<file path="config.mk">
export PLATFORM = sky130hd
export DESIGN_NAME = dds_reader_flat
export DESIGN_NICKNAME = d
export VERILOG_FILES = /design/src/rtl/dds_pkg.sv /design/src/rtl/dds_reader_if.sv /design/src/rtl/dds_skid_fifo.sv /design/src/rtl/dds_reader.sv /design/src/flat_wrapper.sv
export SDC_FILE = /design/constraint.sdc
export NUM_CORES = 1
export LEC_CHECK = 0
export ABC_CLOCK_PERIOD_IN_PS = 3500
export BUFFER_PORTS_ARGS = -buffer_cell sky130_fd_sc_hd__buf_4
export CAP_MARGIN = 5
export CORE_MARGIN = 1
export CORE_UTILIZATION = 58
export CTS_CLUSTER_DIAMETER = 150
export DETAILED_ROUTE_END_ITERATION = 10
export GPL_ROUTABILITY_DRIVEN = 1
export PLACE_DENSITY = 0.8
export SLEW_MARGIN = 20
export SYNTH_ARGS = -nofsm -noshare
export SYNTH_HDL_FRONTEND = slang
export SYNTH_SLANG_ARGS = --single-unit
</file>
<file path="constraint.sdc">
create_clock -name clock -period 3.5 [get_ports clock]
set_clock_uncertainty 0.05 [all_clocks]
set_input_delay 0.7 -clock clock [delete_from_list [all_inputs] [get_ports clock]]
set_output_delay 0.7 -clock clock [all_outputs]
set_load 0.005 [all_outputs]
</file>
<file path="src/rtl/dds_pkg.sv">
// dds_pkg: default widths and FSM state encoding shared by the DDS reader files.
package dds_pkg;
    localparam int PHASE_W_D = 24;
    localparam int ADDR_W_D  = 8;
    localparam int DATA_W_D  = 8;
    localparam int BURST_W_D = 16;
    typedef enum logic [1:0] {IDLE, RUN, DRAIN} state_t;
endpackage

</file>
<file path="src/rtl/dds_reader_if.sv">
// dds_reader_if: control, ROM and sample-stream signals of the DDS reader.
// burst_len is present only when DDS_BURST_EN is defined.
interface dds_reader_if
    import dds_pkg::*;
#(
    parameter int PHASE_W = PHASE_W_D,
    parameter int ADDR_W  = ADDR_W_D,
    parameter int DATA_W  = DATA_W_D,
    parameter int BURST_W = BURST_W_D
) ();
    logic               start;
    logic               stop;
    logic [PHASE_W-1:0] tuning_word;
`ifdef DDS_BURST_EN
    logic [BURST_W-1:0] burst_len;
`endif
    logic [ADDR_W-1:0]  rom_address;
    logic [DATA_W-1:0]  rom_q;
    logic [DATA_W-1:0]  sample;
    logic               sample_valid;
    logic               sample_ready;
    logic               busy;
    logic               done;

    modport master (
        output start, stop, tuning_word, rom_q, sample_ready,
`ifdef DDS_BURST_EN
        output burst_len,
`endif
        input  rom_address, sample, sample_valid, busy, done
    );

    modport slave (
        input  start, stop, tuning_word, rom_q, sample_ready,
`ifdef DDS_BURST_EN
        input  burst_len,
`endif
        output rom_address, sample, sample_valid, busy, done
    );
endinterface

</file>
<file path="src/rtl/dds_skid_fifo.sv">
// dds_skid_fifo: 2-entry FIFO holding ROM samples; head is presented combinationally.
module dds_skid_fifo #(
    parameter int DATA_W = 8
) (
    input  logic              clock,
    input  logic              reset,
    input  logic              i_push,
    input  logic [DATA_W-1:0] i_data,
    input  logic              i_pop,
    output logic [DATA_W-1:0] o_data,
    output logic              o_full,
    output logic              o_empty
);
    logic [DATA_W-1:0] r_mem [2];
    logic              r_wr;
    logic              r_rd;
    logic [1:0]        r_cnt;

    always_ff @(posedge clock) begin
        if (reset) begin
            r_mem <= '{default: '0};
            r_wr  <= 1'b0;
            r_rd  <= 1'b0;
            r_cnt <= 2'd0;
        end else begin
            if (i_push) begin
                r_mem[r_wr] <= i_data;
                r_wr        <= ~r_wr;
            end
            if (i_pop)
                r_rd <= ~r_rd;
            r_cnt <= r_cnt + {1'b0, i_push} - {1'b0, i_pop};
        end
    end

    assign o_data  = r_mem[r_rd];
    assign o_full  = r_cnt == 2'd2;
    assign o_empty = r_cnt == 2'd0;
endmodule

</file>
<file path="src/rtl/dds_reader.sv">
// dds_reader: phase-accumulator DDS that reads a registered sine ROM into a 2-deep buffer.
// Define DDS_BURST_EN to add burst_len and stop automatically after that many reads.
module dds_reader
    import dds_pkg::*;
#(
    parameter int PHASE_W = PHASE_W_D,
    parameter int ADDR_W  = ADDR_W_D,
    parameter int DATA_W  = DATA_W_D,
    parameter int BURST_W = BURST_W_D
) (
    input logic         clock,
    input logic         reset,
    dds_reader_if.slave bus
);
    state_t             r_state, w_next;
    logic [PHASE_W-1:0] r_phase;
    logic [PHASE_W-1:0] r_tw;
    logic               r_inflight;
    logic               r_done;
    logic               w_full, w_empty, w_pop, w_issue, w_last, w_drained;
    logic [1:0]         w_occ;
`ifdef DDS_BURST_EN
    logic [BURST_W-1:0] r_cnt;
    logic [BURST_W-1:0] r_blen;
    assign w_last = w_issue && r_blen != '0 && r_cnt == r_blen - 1'b1;
`else
    assign w_last = 1'b0;
`endif

    // Occupancy after this cycle's pop; at most 2 samples are ever owed to the buffer.
    assign w_pop     = !w_empty && bus.sample_ready;
    assign w_occ     = {w_full, !w_empty && !w_full} + {1'b0, r_inflight} - {1'b0, w_pop};
    assign w_issue   = r_state == RUN && w_occ < 2'd2;
    assign w_drained = !r_inflight && (w_empty || (!w_full && w_pop));

    always_ff @(posedge clock) begin
        if (reset)
            r_state <= IDLE;
        else
            r_state <= w_next;
    end

    always_comb begin
        w_next = r_state;
        unique case (r_state)
            IDLE:    w_next = bus.start ? RUN : IDLE;
            RUN:     w_next = (bus.stop || w_last) ? DRAIN : RUN;
            DRAIN:   w_next = w_drained ? IDLE : DRAIN;
            default: w_next = IDLE;
        endcase
    end

    always_ff @(posedge clock) begin
        if (reset) begin
            r_phase    <= '0;
            r_tw       <= '0;
            r_inflight <= 1'b0;
            r_done     <= 1'b0;
`ifdef DDS_BURST_EN
            r_cnt      <= '0;
            r_blen     <= '0;
`endif
        end else begin
            r_inflight <= w_issue;
            r_done     <= r_state == DRAIN && w_drained;
            if (r_state == IDLE && bus.start) begin
                r_phase <= '0;
                r_tw    <= bus.tuning_word;
`ifdef DDS_BURST_EN
                r_cnt   <= '0;
                r_blen  <= bus.burst_len;
`endif
            end else if (w_issue) begin
                r_phase <= r_phase + r_tw;
`ifdef DDS_BURST_EN
                r_cnt   <= r_cnt + 1'b1;
`endif
            end
        end
    end

    dds_skid_fifo #(.DATA_W(DATA_W)) u_fifo (
        .clock   (clock),
        .reset   (reset),
        .i_push  (r_inflight),
        .i_data  (bus.rom_q),
        .i_pop   (w_pop),
        .o_data  (bus.sample),
        .o_full  (w_full),
        .o_empty (w_empty)
    );

    assign bus.rom_address  = r_phase[PHASE_W-1 -: ADDR_W];
    assign bus.sample_valid = !w_empty;
    assign bus.busy         = r_state != IDLE;
    assign bus.done         = r_done;
endmodule

</file>
<file path="src/flat_wrapper.sv">
// flat-port wrapper written by rule: the top's interface ports become plain ports
module dds_reader_flat import dds_pkg::*;
#(
    parameter int PHASE_W = PHASE_W_D,
    parameter int ADDR_W  = ADDR_W_D,
    parameter int DATA_W  = DATA_W_D,
    parameter int BURST_W = BURST_W_D
)
  (clock, reset, bus_start, bus_stop, bus_tuning_word, bus_rom_q, bus_sample_ready, bus_rom_address, bus_sample, bus_sample_valid, bus_busy, bus_done);
  dds_reader_if #(.PHASE_W(PHASE_W), .ADDR_W(ADDR_W), .DATA_W(DATA_W), .BURST_W(BURST_W)) bus_i ();
  input logic clock;
  input logic reset;
  input wire logic [$bits(bus_i.start)-1:0] bus_start;
  input wire logic [$bits(bus_i.stop)-1:0] bus_stop;
  input wire logic [$bits(bus_i.tuning_word)-1:0] bus_tuning_word;
  input wire logic [$bits(bus_i.rom_q)-1:0] bus_rom_q;
  input wire logic [$bits(bus_i.sample_ready)-1:0] bus_sample_ready;
  output wire logic [$bits(bus_i.rom_address)-1:0] bus_rom_address;
  output wire logic [$bits(bus_i.sample)-1:0] bus_sample;
  output wire logic [$bits(bus_i.sample_valid)-1:0] bus_sample_valid;
  output wire logic [$bits(bus_i.busy)-1:0] bus_busy;
  output wire logic [$bits(bus_i.done)-1:0] bus_done;
  assign bus_i.start = bus_start;
  assign bus_i.stop = bus_stop;
  assign bus_i.tuning_word = bus_tuning_word;
  assign bus_i.rom_q = bus_rom_q;
  assign bus_i.sample_ready = bus_sample_ready;
  assign bus_rom_address = bus_i.rom_address;
  assign bus_sample = bus_i.sample;
  assign bus_sample_valid = bus_i.sample_valid;
  assign bus_busy = bus_i.busy;
  assign bus_done = bus_i.done;
  dds_reader #(.PHASE_W(PHASE_W), .ADDR_W(ADDR_W), .DATA_W(DATA_W), .BURST_W(BURST_W)) u_core (.clock(clock), .reset(reset), .bus(bus_i));
endmodule
</file>
==> reports/qor.txt <==
Resized Gates After CTS = 0
synthesis-to-layout area growth = 13.64%
final setup TNS = 0 ns
max-cap viol count = 0
H-Tree Depth = 3
placed insts = 642
largest family of logic cells by synthesized area = simple AND/OR/NAND/NOR gates
commonest non-fill, non-tap cell in the layout = nand2_1
antenna viol nets, final = 0
Synth cell types = 59
critical path type = reg2reg
Hold Fails Final Rpt = 0
WL per Instance = 14.09 µm
Post-synth top flop = dfxtp_1
Yosys reg bits = 72
r2r worst-path depth = 10
initial antenna violation count = 0
Yosys warnings = 0
final std cells w/o fill = 658
share of cells above drive strength 1 = 16.37%
drt pass-1 iters = 4
Post-CTS Hold Fix Bufs = 0
busiest grt layer = met2
Root Buffer = clkbuf_8
Syn Area/Cell = 7.866 µm²
CP Launch Point = u_core.u_fifo.r_cnt[0]$_SDFF_PP0_
Critical Path End Type = register
simple-gate share of the synthesized area = 23.08%
met3 Use GR = 7.892%
DRC viols = 0
Initial Util = 60.09%
area of the multi-input gates = 2409 µm²
largest net degree at the start of global routing = 50
Vias = 3738
vias in the first global route = 3542
GR Overflow Total = 0
outcome = finished clean
total global-route track usage = 26.94%
Compound-Gate Fraction of Synth Area = 21.48%
NumNets Final = 620
final worst hold slack = 0.4079 ns
CP endpoint = u_core.r_phase[20]$_SDFFE_PP0P_
reg-to-reg slack, setup = 0.72 ns
CTS Buf Count = 9
Area after DPL = 4458 µm²
share of synthesized registers carrying an async set or reset = 0%
Worst Tran Pin Value = 0.6943 ns
Crit Path Max Fanout = 31
Post-Synth XOR/XNOR Area = 3.218%
first-pass GRT wire length = 15.73 mm
number of DRC markers in iteration 0 = 259
Pins Over Slew Limit = 0
Post-Synthesis Cells = 519
Setup-failing EPs final = 0
io pins = 56
WP data required = 3.76 ns
crit start category = register
IO buf count = 55
fmax = 360.1 MHz
Final min period = 2.777 ns
CTS tree = done
post-synthesis adder-cell area fraction = 8.152%
Netlist Area Pre-Place = 4083 µm²
multiplexer share of the synthesized area = 3.065%
Power Dens Cells = 422.1 nW/µm²
critical path arrival = 3.04 ns
Die Wd = 85.90 µm
RSZ-0062 raised after global routing = false
HPWL Detailed = 6.629 mm
Die H = 85.90 µm
worst reg2reg path endpoint = u_core.r_phase[20]$_SDFFE_PP0P_
peak supply drop = 0.3722 mV
reg-to-reg critical path startpoint = u_core.u_fifo.r_cnt[0]$_SDFF_PP0_
Clock transition at path regs = 0.09 ns
clk_lat worst skew = 0.36 ns
register area = 1441 µm²
Routed WL = 9.270 mm
GPL Wtd Cong = 0.9399
met2 Use GR = 43.65%
most frequent cells in the layout = 112 x nand2_1, 78 x a21oi_1, 72 x dfxtp_1, 60 x buf_4, 28 x nand3_1
die area = 7379 µm²
post-synthesis sequential area ratio = 35.30%
CTS sink cnt = 72
# rows = 30
M1 GR Usage = 33.84%
clock buffer depth = 2
Worst Hold Class = reg2reg
Diodes inserted = 0
Via-to-Cell Ratio = 5.681
CORE AREA = 6794 µm²
Layout fillers = 581
EDFF count, synth = 0
static leakage = 1.896 nW
period utilization = 79.34%
Worst slew margin = 52.52%
setup bufs post-CTS = 0
Net Count, Synth = 582
fin area = 4639 µm²
[cells by family (layout without fill, tap and decap cells)]
group / Yosys count / after routing
AND/OR/NAND/NOR: 210 / 210
AO/OA/AOI/OAI: 142 / 142
flip-flops: 72 / 72
buffers and inverters: 43 / 86
adder cells (fa/ha/maj): 26 / 26
XOR/XNOR: 15 / 15
multiplexers: 11 / 11
[where the power goes]
group / switching, mW / leakage, nW / internal, mW
sequential: 0.0533 / 0.585 / 0.872
clock: 0.339 / 0.0926 / 0.279
combinational: 0.235 / 1.22 / 0.182
[stage by stage]
| stage | setup WS (ns) | utilization [%] | power [mW] |
|---|---|---|---|
| 2_1_floorplan | 0.9458 | - | 1.244 |
| 5_1_grt | 0.5419 | 68.29 | 2.065 |
| 3_3_place_gp | 0.6166 | 65.62 | 1.346 |
| 3_5_place_dp | 0.5561 | 65.62 | 1.357 |
| 4_1_cts | 0.7190 | 68.29 | 1.966 |
| 6_report | 0.7230 | 68.29 | 1.958 |
[critical path, cell delays in order (launching register included)]
cell and delay, ns:
dfxtp_1 0.34, or2_4 0.27, and2_1 0.19, ha_1 0.29, nand2_1 0.10, a2111oi_4 0.42
nor2_1 0.09, buf_4 0.24, or3_1 0.33, or3_1 0.31, nand3_1 0.08
[registers in the layout, summed over array words and instances (netlist names)]
name	flops
u_core.u_fifo.r_mem	16
u_core.u_fifo.r_wr	1
u_core.r_tw	24
u_core.u_fifo.r_cnt	2
u_core.r_state	2
u_core.u_fifo.r_rd	1
u_core.bus.done	1
u_core.r_phase	24
u_core.r_inflight	1
[layout make-up]
class / count / area share, %
timing repair buffer: 60 / 9.709
multi-input combinational: 404 / 51.91
clock inverter: 6 / 0.9439
inverter: 10 / 0.8091
sequential: 72 / 31.07
clock buffer: 10 / 2.967
tap: 96 / 2.589
[layer usage]
metal,part of all wire (%),up-vias,wire length (µm)
li1,-,1905,-
met1,45,1727,4213
met5,0,-,0
met2,48,92,4438
met4,1.6,0,145
met3,5.1,14,472
[worst min-delay path by stage]
stage,start,end,slack [ns],cells after the start
2_1_floorplan,u_core.u_fifo.r_mem[0]$_SDFFE_PP0P_,u_core.u_fifo.r_mem[0]$_SDFFE_PP0P_,0.38,2
3_3_place_gp,u_core.u_fifo.r_mem[1]$_SDFFE_PP0P_,u_core.u_fifo.r_mem[1]$_SDFFE_PP0P_,0.39,2
3_5_place_dp,u_core.u_fifo.r_mem[6]$_SDFFE_PP0P_,u_core.u_fifo.r_mem[6]$_SDFFE_PP0P_,0.40,2
4_1_cts,u_core.u_fifo.r_mem[6]$_SDFFE_PP0P_,u_core.u_fifo.r_mem[6]$_SDFFE_PP0P_,0.41,2
5_1_grt,u_core.u_fifo.r_mem[8]$_SDFFE_PP0P_,u_core.u_fifo.r_mem[8]$_SDFFE_PP0P_,0.43,2
6_report,u_core.u_fifo.r_mem[15]$_SDFFE_PP0P_,u_core.u_fifo.r_mem[15]$_SDFFE_PP0P_,0.41,2
[cell usage after synthesis, drive strengths merged, types with 6 or more instances]
library cell / number / area (µm²)
clkbuf: 15 / 60.06
nand3: 28 / 140.1
xor2: 8 / 70.07
xnor2: 7 / 61.31
ha: 25 / 312.8
a211oi: 9 / 77.57
nor3: 9 / 45.04
o21ai: 17 / 85.08
nand2: 112 / 420.4
a21oi: 79 / 399.1
mux2: 9 / 105.1
buf: 17 / 126.4
nor2: 24 / 90.09
or3: 6 / 37.54
inv: 10 / 37.54
dfxtp: 72 / 1441
o211ai: 6 / 45.04
Note: power is estimated with default switching activity, not from simulation.
